--- config.mk ---
export PLATFORM = sky130hd
export DESIGN_NAME = phrase_sequencer
export DESIGN_NICKNAME = d
export VERILOG_FILES = /design/src/rtl/tracker_pkg.sv /design/src/rtl/tempo_tick_gen.sv /design/src/rtl/phrase_sequencer.sv
export SDC_FILE = /design/constraint.sdc
export NUM_CORES = 1
export LEC_CHECK = 0
export BUFFER_PORTS_ARGS = -buffer_cell sky130_fd_sc_hd__buf_2
export CORE_ASPECT_RATIO = 1.75
export CORE_MARGIN = 8
export CORE_UTILIZATION = 40
export DETAILED_ROUTE_END_ITERATION = 8
export SYNTH_ARGS = -nofsm -noshare
export SYNTH_HDL_FRONTEND = slang
export SYNTH_SLANG_ARGS = --single-unit
--- constraint.sdc ---
create_clock -name clk -period 14.4 [get_ports clk]
set_clock_uncertainty 0.2 [all_clocks]
set_input_delay 1.44 -clock clk [delete_from_list [all_inputs] [get_ports clk]]
set_output_delay 1.44 -clock clk [all_outputs]
set_load 0.01 [all_outputs]
--- src/rtl/tracker_pkg.sv ---
// Types and constants shared by the tracker sequencer levels (phrase, chain, song).
package tracker_pkg;

    localparam int LINES       = 16;
    localparam int ENTRY_W     = 16;
    localparam int SEC_PER_MIN = 60;

    typedef logic [ENTRY_W-1:0] entry_t;

    typedef enum logic [2:0] {
        CLEAR,
        IDLE,
        PLAYING,
        PAUSED,
        DONE
    } seq_state_t;

endpackage

--- src/rtl/tempo_tick_gen.sv ---
// Modulo tempo accumulator: adds lines-per-minute each run cycle and emits a step
// whenever the sum crosses CLK_FREQ*60, so step rate = tempo lines per minute.
module tempo_tick_gen #(
    parameter int CLK_FREQ = 100_000_000
) (
    input  logic       clk,
    input  logic       rst,
    input  logic       run,
    input  logic       clear,
    input  logic [8:0] tempo,
    output logic       step
);
    import tracker_pkg::*;

    localparam longint unsigned MOD   = 64'(CLK_FREQ) * 64'(SEC_PER_MIN);
    localparam int              A     = $clog2(MOD);
    localparam logic [A:0]      MOD_W = (A+1)'(MOD);

    logic [A-1:0] acc_q, acc_d;
    logic [A:0]   sum;

    // One extra bit on the sum so the compare against MOD cannot overflow.
    always_comb begin
        sum   = {1'b0, acc_q} + (A+1)'(tempo);
        acc_d = acc_q;
        step  = 1'b0;
        if (clear) begin
            acc_d = '0;
        end else if (run) begin
            if (sum >= MOD_W) begin
                acc_d = A'(sum - MOD_W);
                step  = 1'b1;
            end else begin
                acc_d = A'(sum);
            end
        end
    end

    always_ff @(posedge clk or posedge rst) begin
        if (rst) acc_q <= '0;
        else     acc_q <= acc_d;
    end

endmodule

--- src/rtl/phrase_sequencer.sv ---
// One-channel phrase store plus playhead; presents the entry under the playhead
// to the playback block and steps lines at the programmed tempo.
module phrase_sequencer #(
    parameter int CLK_FREQ = 100_000_000,
    parameter int LINES    = tracker_pkg::LINES,
    parameter int ENTRY_W  = $bits(tracker_pkg::entry_t)
) (
    input  logic                     clk,
    input  logic                     rst_active_high,
    input  logic [8:0]               tempo,
    input  logic                     play_enable,
    input  logic                     stop,
    input  logic                     loop_enable,
    input  logic                     wr_valid,
    output logic                     wr_ready,
    input  logic [$clog2(LINES)-1:0] wr_addr,
    input  logic [ENTRY_W-1:0]       wr_data,
    output logic [ENTRY_W-1:0]       current_entry,
    output logic [$clog2(LINES)-1:0] line_count,
    output logic                     line_strobe,
    output logic                     playing,
    output logic                     phrase_done
);
    import tracker_pkg::*;

    localparam int            LW   = $clog2(LINES);
    localparam logic [LW-1:0] LAST = LW'(LINES - 1);

    seq_state_t         state_q, state_d;
    logic [LW-1:0]      line_count_q, line_count_d;
    logic [LW-1:0]      clr_addr_q, clr_addr_d;
    logic [ENTRY_W-1:0] cur_entry_q, cur_entry_d;
    logic               line_strobe_q, line_strobe_d;
    logic               phrase_done_q, phrase_done_d;
    logic [ENTRY_W-1:0] mem_q [LINES];

    logic               mem_we;
    logic [LW-1:0]      mem_waddr;
    logic [ENTRY_W-1:0] mem_wdata;
    logic               wr_fire;
    logic               stop_hit;
    logic               step;
    logic               acc_run;
    logic               acc_clear;

    assign stop_hit  = stop && (state_q inside {PLAYING, PAUSED, DONE});
    assign acc_run   = (state_q == PLAYING);
    assign acc_clear = (state_q inside {CLEAR, IDLE}) || stop_hit;

    tempo_tick_gen #(
        .CLK_FREQ (CLK_FREQ)
    ) u_tick (
        .clk   (clk),
        .rst   (rst_active_high),
        .run   (acc_run),
        .clear (acc_clear),
        .tempo (tempo),
        .step  (step)
    );

    always_comb begin
        state_d       = state_q;
        line_count_d  = line_count_q;
        clr_addr_d    = clr_addr_q;
        line_strobe_d = 1'b0;
        phrase_done_d = 1'b0;
        wr_fire       = wr_valid && (state_q != CLEAR);
        mem_we        = wr_fire;
        mem_waddr     = wr_addr;
        mem_wdata     = wr_data;

        if (stop_hit) begin
            state_d      = IDLE;
            line_count_d = '0;
        end else begin
            unique case (state_q)
                CLEAR: begin
                    mem_we     = 1'b1;
                    mem_waddr  = clr_addr_q;
                    mem_wdata  = '0;
                    clr_addr_d = clr_addr_q + 1'b1;
                    if (clr_addr_q == LAST) state_d = IDLE;
                end
                IDLE: begin
                    line_count_d = '0;
                    if (play_enable) state_d = PLAYING;
                end
                PLAYING: begin
                    if (step) begin
                        // A non-looping phrase parks on its last line instead of wrapping.
                        if (line_count_q == LAST && !loop_enable) begin
                            state_d       = DONE;
                            phrase_done_d = 1'b1;
                        end else begin
                            line_count_d  = line_count_q + 1'b1;
                            line_strobe_d = 1'b1;
                        end
                    end
                    if (state_d == PLAYING && !play_enable) state_d = PAUSED;
                end
                PAUSED: begin
                    if (play_enable) state_d = PLAYING;
                end
                DONE: begin
                    if (!play_enable) begin
                        state_d      = IDLE;
                        line_count_d = '0;
                    end
                end
                default: state_d = CLEAR;
            endcase
        end

        // Read the line the playhead lands on, forwarding a same-edge write to it.
        if (state_q == CLEAR)                         cur_entry_d = '0;
        else if (wr_fire && wr_addr == line_count_d)  cur_entry_d = wr_data;
        else                                          cur_entry_d = mem_q[line_count_d];
    end

    always_ff @(posedge clk or posedge rst_active_high) begin
        if (rst_active_high) begin
            state_q       <= CLEAR;
            line_count_q  <= '0;
            clr_addr_q    <= '0;
            cur_entry_q   <= '0;
            line_strobe_q <= 1'b0;
            phrase_done_q <= 1'b0;
        end else begin
            state_q       <= state_d;
            line_count_q  <= line_count_d;
            clr_addr_q    <= clr_addr_d;
            cur_entry_q   <= cur_entry_d;
            line_strobe_q <= line_strobe_d;
            phrase_done_q <= phrase_done_d;
        end
    end

    // Contents need no reset: CLEAR rewrites every line before the port opens.
    always_ff @(posedge clk) begin
        if (mem_we) mem_q[mem_waddr] <= mem_wdata;
    end

    assign wr_ready      = (state_q != CLEAR);
    assign playing       = (state_q == PLAYING);
    assign current_entry = cur_entry_q;
    assign line_count    = line_count_q;
    assign line_strobe   = line_strobe_q;
    assign phrase_done   = phrase_done_q;

endmodule

==> run summary, run 1 <==
Worst hold-check path type -> register to register
Crit start category -> input port
RSZ-0062 raised after global routing -> false
Largest area contributor in the netlist -> edfxtp_1
Via count -> 10466
Mapped Cells -> 1251
Syn Nets -> 1299
Final Power -> 2.50 mW
Post-CTS sizing -> 0
Synth Area in Adders -> 1.14%
Routed WL -> 41300 µm
Drc violations -> 0
Routability cong. -> 0.933
Layout cells sized above 1 -> 15.0%
Slew Limit Headroom -> 27.2%
#FFs+latches synth -> 318
Max-slew violation count -> 0
Initial DRC Count -> 663
Clock latency on the worst-skew pair -> 570 ps
Max Cap Viol -> 0
Crit path kind -> input port to register
FMAX -> 0.141 GHz
Die area -> 44200 µm²
Router iterations before antenna repair -> 5
Synth area leaders -> edfxtp_1 51%, dfrtp_1 10%, nand2_1 5.9%
Antenna violations before repair -> 0
Final HPWL DP -> 26300 µm
Vias in the first global route -> 10547
Pwr dens -> 149 nW/µm²
Setup Buffers After CTS -> 0
Worst setup EP type -> register
Predominant post-synthesis flop cell -> edfxtp_1
Num rows -> 94
Htree depth -> 1
Synth top area share -> 51.3%
Avg Inst Size Synth -> 12.0 µm²
Root Driver -> clkbuf_16
Placed Cells -> 1748
Peak supply drop -> 140 µV
Crit path DAT -> 7350 ps
Tcrit/Tclk final -> 49.1%
Largest family of logic cells by synthesized area -> simple AND/OR/NAND/NOR gates
First-pass GRT wire length -> 62900 µm
Post-layout minimum cycle time -> 7070 ps
Outcome -> completed
Ys async rst share -> 19.5%
Core Box Area -> 37300 µm²
DIE WIDTH -> 162 µm
Largest net degree at the start of global routing -> 90
Pre-CTS setup slack -> 6790 ps
Nets -> 1349
Mapped cell area -> 15000 µm²
Post-Synth XOR/XNOR Area -> 3.10%
Final instance area -> 16700 µm²
Synth Area in Simple Gates -> 15.5%
Count of input and output buffers -> 58
Sink Count -> 318
Crit-path max FO -> 89
Post-synthesis mux area share -> 3.15%
Synth warn -> 0
Setup_tns -> 0 ps
Layout area overhead -> 11.7%
Routed WL per cell -> 22.8 µm
Count of cell types in the netlist -> 91
TritonCTS clock tree -> yes
Static Leak -> 5.78 nW
Post-Route Utilization -> 44.9%
GR Util All Layers -> 18.5%
Num CTS Buffers -> 31
Final Setup Violations -> 0
Worst-margin pin slew -> 1090 ps
Initial core utilization -> 40.2%
ANT nets after route -> 0
CTS Hold Bufs -> 0
Vias per inst -> 5.79
I/O Pins -> 59
GRT Residual Overflow -> 0
CTS Buffer Depth -> 3
Clock transition at path regs -> 60 ps
Layout fillers -> 3428
Die H -> 272 µm
Final cell count without fillers -> 1807
Post-synth EDFFs -> 256
Compound-Gate Fraction of Synth Area -> 12.2%
Hold Vio Cnt, Final -> 0
Seq/Total Area, Yosys -> 61.6%
Area of placed instances -> 15800 µm²
Final WS setup -> 7330 ps
Final hold slack -> 315 ps
WP data required -> 14670 ps
## placed cells by master, fill, tap and decap left out, types with 24 or more instances in the layout
master	netlist	routed
a21oi_1	40	40
a31oi_1	28	28
a32oi_1	28	28
and2_1	25	24
buf_2	22	58
buf_4	7	25
clkbuf_16	0	31
dfrtp_1	62	62
edfxtp_1	256	256
mux2i_1	46	46
nand2_1	235	235
nand3_1	58	57
nor2_1	61	44
o21ai_0	39	39
xnor2_1	33	33
## cells by family (layout without fill, tap and decap cells)
logic type | Yosys count | in the layout
multiplexers | 47 | 47
adder cells (fa/ha/maj) | 13 | 13
flip-flops | 318 | 318
other | 0 | 1
AND/OR/NAND/NOR | 483 | 483
AO/OA/AOI/OAI | 248 | 248
buffers and inverters | 89 | 164
XOR/XNOR | 53 | 53
## flip-flops by register name (all words and copies together), names as in the netlist
signal and flops:
u_tick.acc_q 33, mem_q 256, current_entry 16, phrase_done 1, clr_addr_q 4, state_q 3
line_strobe 1, line_count 4
## area by class of cell
class,instances,area (µm²),share of cell area (%)
Multi-Input combinational cell,844,5340,31.9
Antenna cell,1,2.50,0.0149
Sequential cell,318,9240,55.2
Inverter,23,96.3,0.575
Clock inverter,14,123,0.732
Tap cell,480,601,3.59
Timing Repair Buffer,83,478,2.85
Clock buffer,44,865,5.16
## worst max-delay path: stages
cell and delay [ps]:
buf_2 100, ha_1 240, fa_1 430, a211o_1 400
nand3_4 180, a21oi_1 100, xor2_1 320, ha_1 270
nand3_1 130, a21oi_1 320, o32ai_2 160, o211ai_2 690
nand4_1 230, and2_2 260, buf_4 370, inv_6 740
mux2i_1 170, a221oi_1 340, o21ai_1 120, a21oi_1 180
## synth_stat cells, types with 6 or more instances
| cell type | instances |
|---|---|
| a21o_1 | 7 |
| a21oi_1 | 40 |
| a22o_1 | 10 |
| a22oi_1 | 7 |
| a31oi_1 | 28 |
| a32oi_1 | 28 |
| and2_1 | 25 |
| buf_2 | 22 |
| buf_4 | 7 |
| buf_6 | 9 |
| clkbuf_1 | 26 |
| dfrtp_1 | 62 |
| edfxtp_1 | 256 |
| ha_1 | 12 |
| inv_1 | 18 |
| mux2i_1 | 46 |
| nand2_1 | 235 |
| nand3_1 | 58 |
| nand4_1 | 17 |
| nor2_1 | 61 |
| nor2b_1 | 6 |
| nor3_1 | 23 |
| o211ai_1 | 16 |
| o21ai_0 | 39 |
| o21ai_1 | 6 |
| o31ai_2 | 8 |
| or3_1 | 8 |
| or4_1 | 6 |
| xnor2_1 | 33 |
| xor2_1 | 20 |
## report_power, final
group,switching (mW),total (mW),internal (mW)
sequential,0.0485,1.24,1.19
combinational,0.345,0.472,0.127
clock,0.350,0.789,0.439
total,0.744,2.50,1.76
## routing by layer
metal | global-route usage (%) | up-vias | wire, µm
met5 | 0 | - | 0
met3 | 2.48 | 125 | 2110
met4 | 9.66 | 0 | 2080
li1 | - | 4783 | -
met2 | 33.6 | 369 | 21600
met1 | 20.7 | 5189 | 15500
## path summary, 6_finish.rpt
path | startpoint | endpoint | slack (ps) | cells after the start
setup reg to reg | u_tick.acc_q[0] | current_entry[6] | 7920 | 19
max in group asynchronous | rst_active_high | clr_addr_q[2] | 12440 | 3
hold reg to reg | u_tick.acc_q[5] | u_tick.acc_q[5] | 310 | 1
setup / recovery | tempo[0] | current_entry[6] | 7330 | 20
min in group asynchronous | rst_active_high | current_entry[4] | 930 | 3
hold / removal | u_tick.acc_q[5] | u_tick.acc_q[5] | 310 | 1
(Power assumes the default switching activity.)
==> run 2, diff against run 1 <==
==> constraint.sdc (replaced) <==
create_clock -name clk -period 7.2 [get_ports clk]
set_clock_uncertainty 0.2 [all_clocks]
set_input_delay 0.72 -clock clk [delete_from_list [all_inputs] [get_ports clk]]
set_output_delay 0.72 -clock clk [all_outputs]
set_load 0.01 [all_outputs]
==> run 2 against run 1 <==
Effect of this change: combinational power grew 97%; sequential share of layout area shrank 0.087 points; final area grew 0.16%; routed wire length down 0.49%; largest cell class unchanged.
==> run summary, run 2 (synthesis results as in run 1) <==
Outcome -> completed
Routed WL -> 41100 µm
Final HPWL DP -> 27100 µm
Crit path largest cell delay -> 650 ps
Root Driver -> clkbuf_16
Htree depth -> 1
GRT Residual Overflow -> 0
Peak supply drop -> 243 µV
Worst-path cell chain -> ha_1 -> fa_1 -> a211o_1 -> nand3_4 -> a21oi_1 -> xor2_1 -> ha_1 -> nand3_1 -> a21oi_1 -> o32ai_2 -> o211a_1 -> o311ai_2 -> and2_2 -> buf_4 -> a2111oi_0 -> o21ai_0 -> o211ai_1 -> o31ai_1
TritonCTS clock tree -> yes
Layout fillers -> 3394
Vias in the first global route -> 10755
Worst hold-check path type -> input port to register
Crit path kind -> register to register
Initial core utilization -> 40.2%
WP data required -> 7470 ps
Final Power -> 4.97 mW
Static Leak -> 5.81 nW
Critical-path top delay cell -> buf_4
Max-slew violation count -> 0
DIE WIDTH -> 162 µm
CTS Buffer Depth -> 3
Hold_sp -> wr_data[15]
FMAX -> 0.168 GHz
Via count -> 10366
Multi-input gate area -> 5320 µm²
Buffers & Inverters on Critical Path -> 1
Antenna violations before repair -> 0
Critical path origin -> u_tick.acc_q[0]
R2R cell count -> 18
Nets -> 1354
Clock latency on the worst-skew pair -> 570 ps
GR Util All Layers -> 18.6%
Max Cap Viol -> 0
Count of input and output buffers -> 58
Largest reg by FF count -> mem_q
Router iterations before antenna repair -> 5
WP depth -> 18
Vias per inst -> 5.73
Post-CTS sizing -> 0
Crit-path max FO -> 72
Num rows -> 94
Die area -> 44200 µm²
Crit path DAT -> 6210 ps
Drc violations -> 0
Worst-margin pin slew -> 1140 ps
Clock transition at path regs -> 70 ps
Most frequent cells in the layout -> 256 x edfxtp_1, 235 x nand2_1, 62 x dfrtp_1
Routed WL per cell -> 22.7 µm
CTS Hold Bufs -> 0
R2R Setup Slk -> 1260 ps
Reg area -> 9240 µm²
Layout cells sized above 1 -> 15.3%
I/O Pins -> 59
Antenna diodes -> 0
Pwr dens -> 296 nW/µm²
Setup Buffers After CTS -> 0
Crit start category -> register
Tcrit/Tclk final -> 82.5%
Core Box Area -> 37300 µm²
Reg2reg start -> u_tick.acc_q[0]
Layout area overhead -> 11.9%
Slew Limit Headroom -> 24.1%
RSZ-0062 raised after global routing -> false
Commonest non-fill, non-tap cell in the layout -> edfxtp_1
Die H -> 272 µm
Worst setup EP type -> register
Routability cong. -> 0.954
Sink Count -> 318
Final Setup Violations -> 0
Largest register FFs -> 256
Post-layout minimum cycle time -> 5940 ps
ANT nets after route -> 0
Num CTS Buffers -> 29
First-pass GRT wire length -> 63200 µm
Worst hold stages -> 3
Largest net degree at the start of global routing -> 73
Initial DRC Count -> 716
Setup_tns -> 0 ps
Hold Vio Cnt, Final -> 0
Worst path top cell family by delay -> compound AO/OA/AOI/OAI gates
-- run 2: worst paths after layout --
path	endpoint
max	current_entry[14]
min	current_entry[15]
max reg2reg	current_entry[14]
min reg2reg	u_tick.acc_q[7]
max in group asynchronous	u_tick.acc_q[1]
min in group asynchronous	current_entry[8]
-- run 2: cell type report --
type / instances / area share [%]
clock inverter: 11 / 0.836
timing repair buffer: 90 / 3.31
multi-input combinational: 844 / 31.7
sequential: 318 / 55.1
inverter: 23 / 0.575
tap: 480 / 3.58
clock buffer: 42 / 4.86
-- run 2: layer usage --
| metal | vias to the layer above | track usage (%) | wire length [µm] |
|---|---|---|---|
| li1 | 4794 | - | - |
| met5 | - | 0 | 0 |
| met4 | 0 | 8.81 | 1810 |
| met2 | 292 | 35.3 | 22600 |
| met3 | 110 | 2.01 | 1450 |
| met1 | 5170 | 19.9 | 15200 |
-- run 2: where the power goes --
group / switching (mW) / internal, mW
Clock: 0.666 / 0.893
Sequential: 0.102 / 2.38
Combinational: 0.677 / 0.251
-- run 2: worst min-delay path: cells and delay by family --
kind | cells | cell delay (ps)
compound gates | 1 | 50
buf+inv | 1 | 90
simple gates | 1 | 40
-- run 2: stage by stage --
step	setup slack (ps)	instances	utilization, %	hold slack [ps]	cell area, µm²
after floorplan	2260	1251	-	270	15000
after global placement	982	1755	42.4	294	15800
after detailed placement	868	1755	42.4	307	15800
after CTS	1230	1808	45.0	158	16800
after global routing	837	1808	45.0	186	16800
final	1260	1808	45.0	182	16800
==> run 3, diff against run 2 <==
==> constraint.sdc (replaced) <==
create_clock -name clk -period 5 [get_ports clk]
set_clock_uncertainty 0.2 [all_clocks]
set_input_delay 0.5 -clock clk [delete_from_list [all_inputs] [get_ports clk]]
set_output_delay 0.5 -clock clk [all_outputs]
set_load 0.01 [all_outputs]
==> run 3 against run 2 <==
Effect of this change: worst setup slack lost 1100 ps; sequential cell count did not move; worst hold slack got worse by 140 ps; routed wire length is 3.5% higher; via count rose by 5.6%; largest power group unchanged; sequential share of layout area decreased by 5.3 points; die area did not move.
==> run summary, run 3 (synthesis results as in run 1) <==
Count of input and output buffers -> 58
Drc violations -> 0
Setup_tns -> 0 ps
Layout fillers -> 3305
Final cell count without fillers -> 1967
TritonCTS clock tree -> yes
Core Box Area -> 37300 µm²
Initial core utilization -> 40.2%
Layout cells sized above 1 -> 25.8%
WP data required -> 5240 ps
Crit path largest cell delay -> 400 ps
Htree depth -> 1
GR Util All Layers -> 18.8%
Vias per inst -> 5.57
Sink Count -> 318
Worst-margin pin slew -> 985 ps
Final HPWL DP -> 28300 µm
Initial DRC Count -> 636
Die area -> 44200 µm²
Most used cell, CP -> buf_4
Num rows -> 94
Routed WL per cell -> 21.6 µm
Routed WL -> 42500 µm
Antenna diodes -> 0
DIE WIDTH -> 162 µm
Slew Limit Headroom -> 34.0%
Final Setup Violations -> 0
Antenna violations before repair -> 0
ANT nets after route -> 0
Via count -> 10950
Commonest non-fill, non-tap cell in the layout -> edfxtp_1
Tcrit/Tclk final -> 95.9%
Routability cong. -> 0.890
Crit path kind -> register to register
Static Leak -> 6.73 nW
Final WS setup -> 206 ps
Hold Vio Cnt, Final -> 0
Critical-path top delay cell -> dfrtp_1
Post-layout minimum cycle time -> 4790 ps
Most frequent cells in the layout -> 256 x edfxtp_1, 235 x nand2_1, 151 x buf_4
Max-slew violation count -> 0
Worst setup path endpoint -> current_entry[6]
First-pass GRT wire length -> 64000 µm
Crit path DAT -> 5040 ps
R2R Setup Slk -> 210 ps
CTS Buffer Depth -> 3
Hold_sp -> wr_data[1]
Root Driver -> clkbuf_16
R2R cell count -> 25
Critical path origin -> u_tick.acc_q[0]
Pre-CTS setup slack -> -391 ps
Crit-path max FO -> 9
Reg2reg start -> u_tick.acc_q[0]
Multi-input gate area -> 5550 µm²
Clock latency on the worst-skew pair -> 570 ps
Num CTS Buffers -> 30
Largest reg by FF count -> mem_q
Worst setup EP type -> register
R2R Path End -> current_entry[6]
Placed Cells -> 1884
Final hold slack -> 37.4 ps
Nets -> 1511
Largest register FFs -> 256
Reg area -> 9240 µm²
Outcome -> completed
Pwr dens -> 403 nW/µm²
Peak supply drop -> 380 µV
Router iterations before antenna repair -> 7
Vias in the first global route -> 11235
GRT Residual Overflow -> 0
Worst hold-check path type -> input port to register
Largest net degree at the start of global routing -> 35
I/O Pins -> 59
Crit start category -> register
Clock transition at path regs -> 70 ps
FMAX -> 0.209 GHz
Die H -> 272 µm
Layout area overhead -> 23.8%
Final Power -> 7.48 mW
Max Cap Viol -> 0
[run 3: cell types whose count changed in the layout (fill, tap and decap cells not counted), moves of 4 or more]
| cell | delta |
|---|---|
| a32oi_1 | -6 |
| buf_6 | +4 |
| buf_4 | +121 |
| dlygate4sd3_1 | +12 |
| clkbuf_16 | +4 |
| buf_12 | +15 |
| a32oi_2 | +6 |
[run 3: how the worst min path moves through the flow]
stage | end | slack, ps | cells after the start
after CTS | current_entry[1] | 3 | 3
after floorplan | u_tick.acc_q[7] | 270 | 1
after detailed placement | u_tick.acc_q[7] | 300 | 1
final | current_entry[1] | 40 | 3
after global placement | u_tick.acc_q[7] | 290 | 1
after global routing | current_entry[9] | 50 | 3
[run 3: power by group]
part,leakage (nW),switching [mW],internal [mW]
clock,0.508,1.01,1.41
combinational,3.05,1.03,0.462
sequential,3.17,0.141,3.43
[run 3: area by class of cell]
class | count | share of cell area, %
Tap cell | 480 | 3.24
Timing Repair Buffer | 246 | 10.9
Multi-Input combinational cell | 844 | 29.9
Inverter | 23 | 0.533
Sequential cell | 318 | 49.8
Clock buffer | 39 | 4.33
Clock inverter | 17 | 1.32
[run 3: per-stage QoR]
| step | instance area, µm² | util (%) |
|---|---|---|
| floorplan | 15000 | - |
| global placement | 17000 | 45.5 |
| detailed placement | 17000 | 45.5 |
| CTS | 18200 | 48.8 |
| global route | 18600 | 49.8 |
| finish | 18600 | 49.8 |
[run 3: worst max-delay path: cells and delay by family (launching register included)]
family,cells,cell delay (ps)
AO/OA/AOI/OAI,9,1480
XOR/XNOR,1,200
adder cells (fa/ha/maj),3,800
buffers and inverters,7,950
flip-flops,1,400
AND/OR/NAND/NOR,5,640
[run 3: layer usage]
metal	track usage, %	part of all wire (%)	up-vias
met4	7.90	4.3	0
met2	35.8	55	297
met5	0	0	-
met1	20.1	37	5447
met3	2.45	4.2	108
li1	-	-	5098
[run 3: what timing repair did]
action	CTS	global route
gates cloned	0	3
endpoints found under the setup margin	16	16
endpoints found under the hold margin	44	0
hold buffers	12	0
gates resized for setup	9	40
pin swaps	6	21
setup buffers	1	11
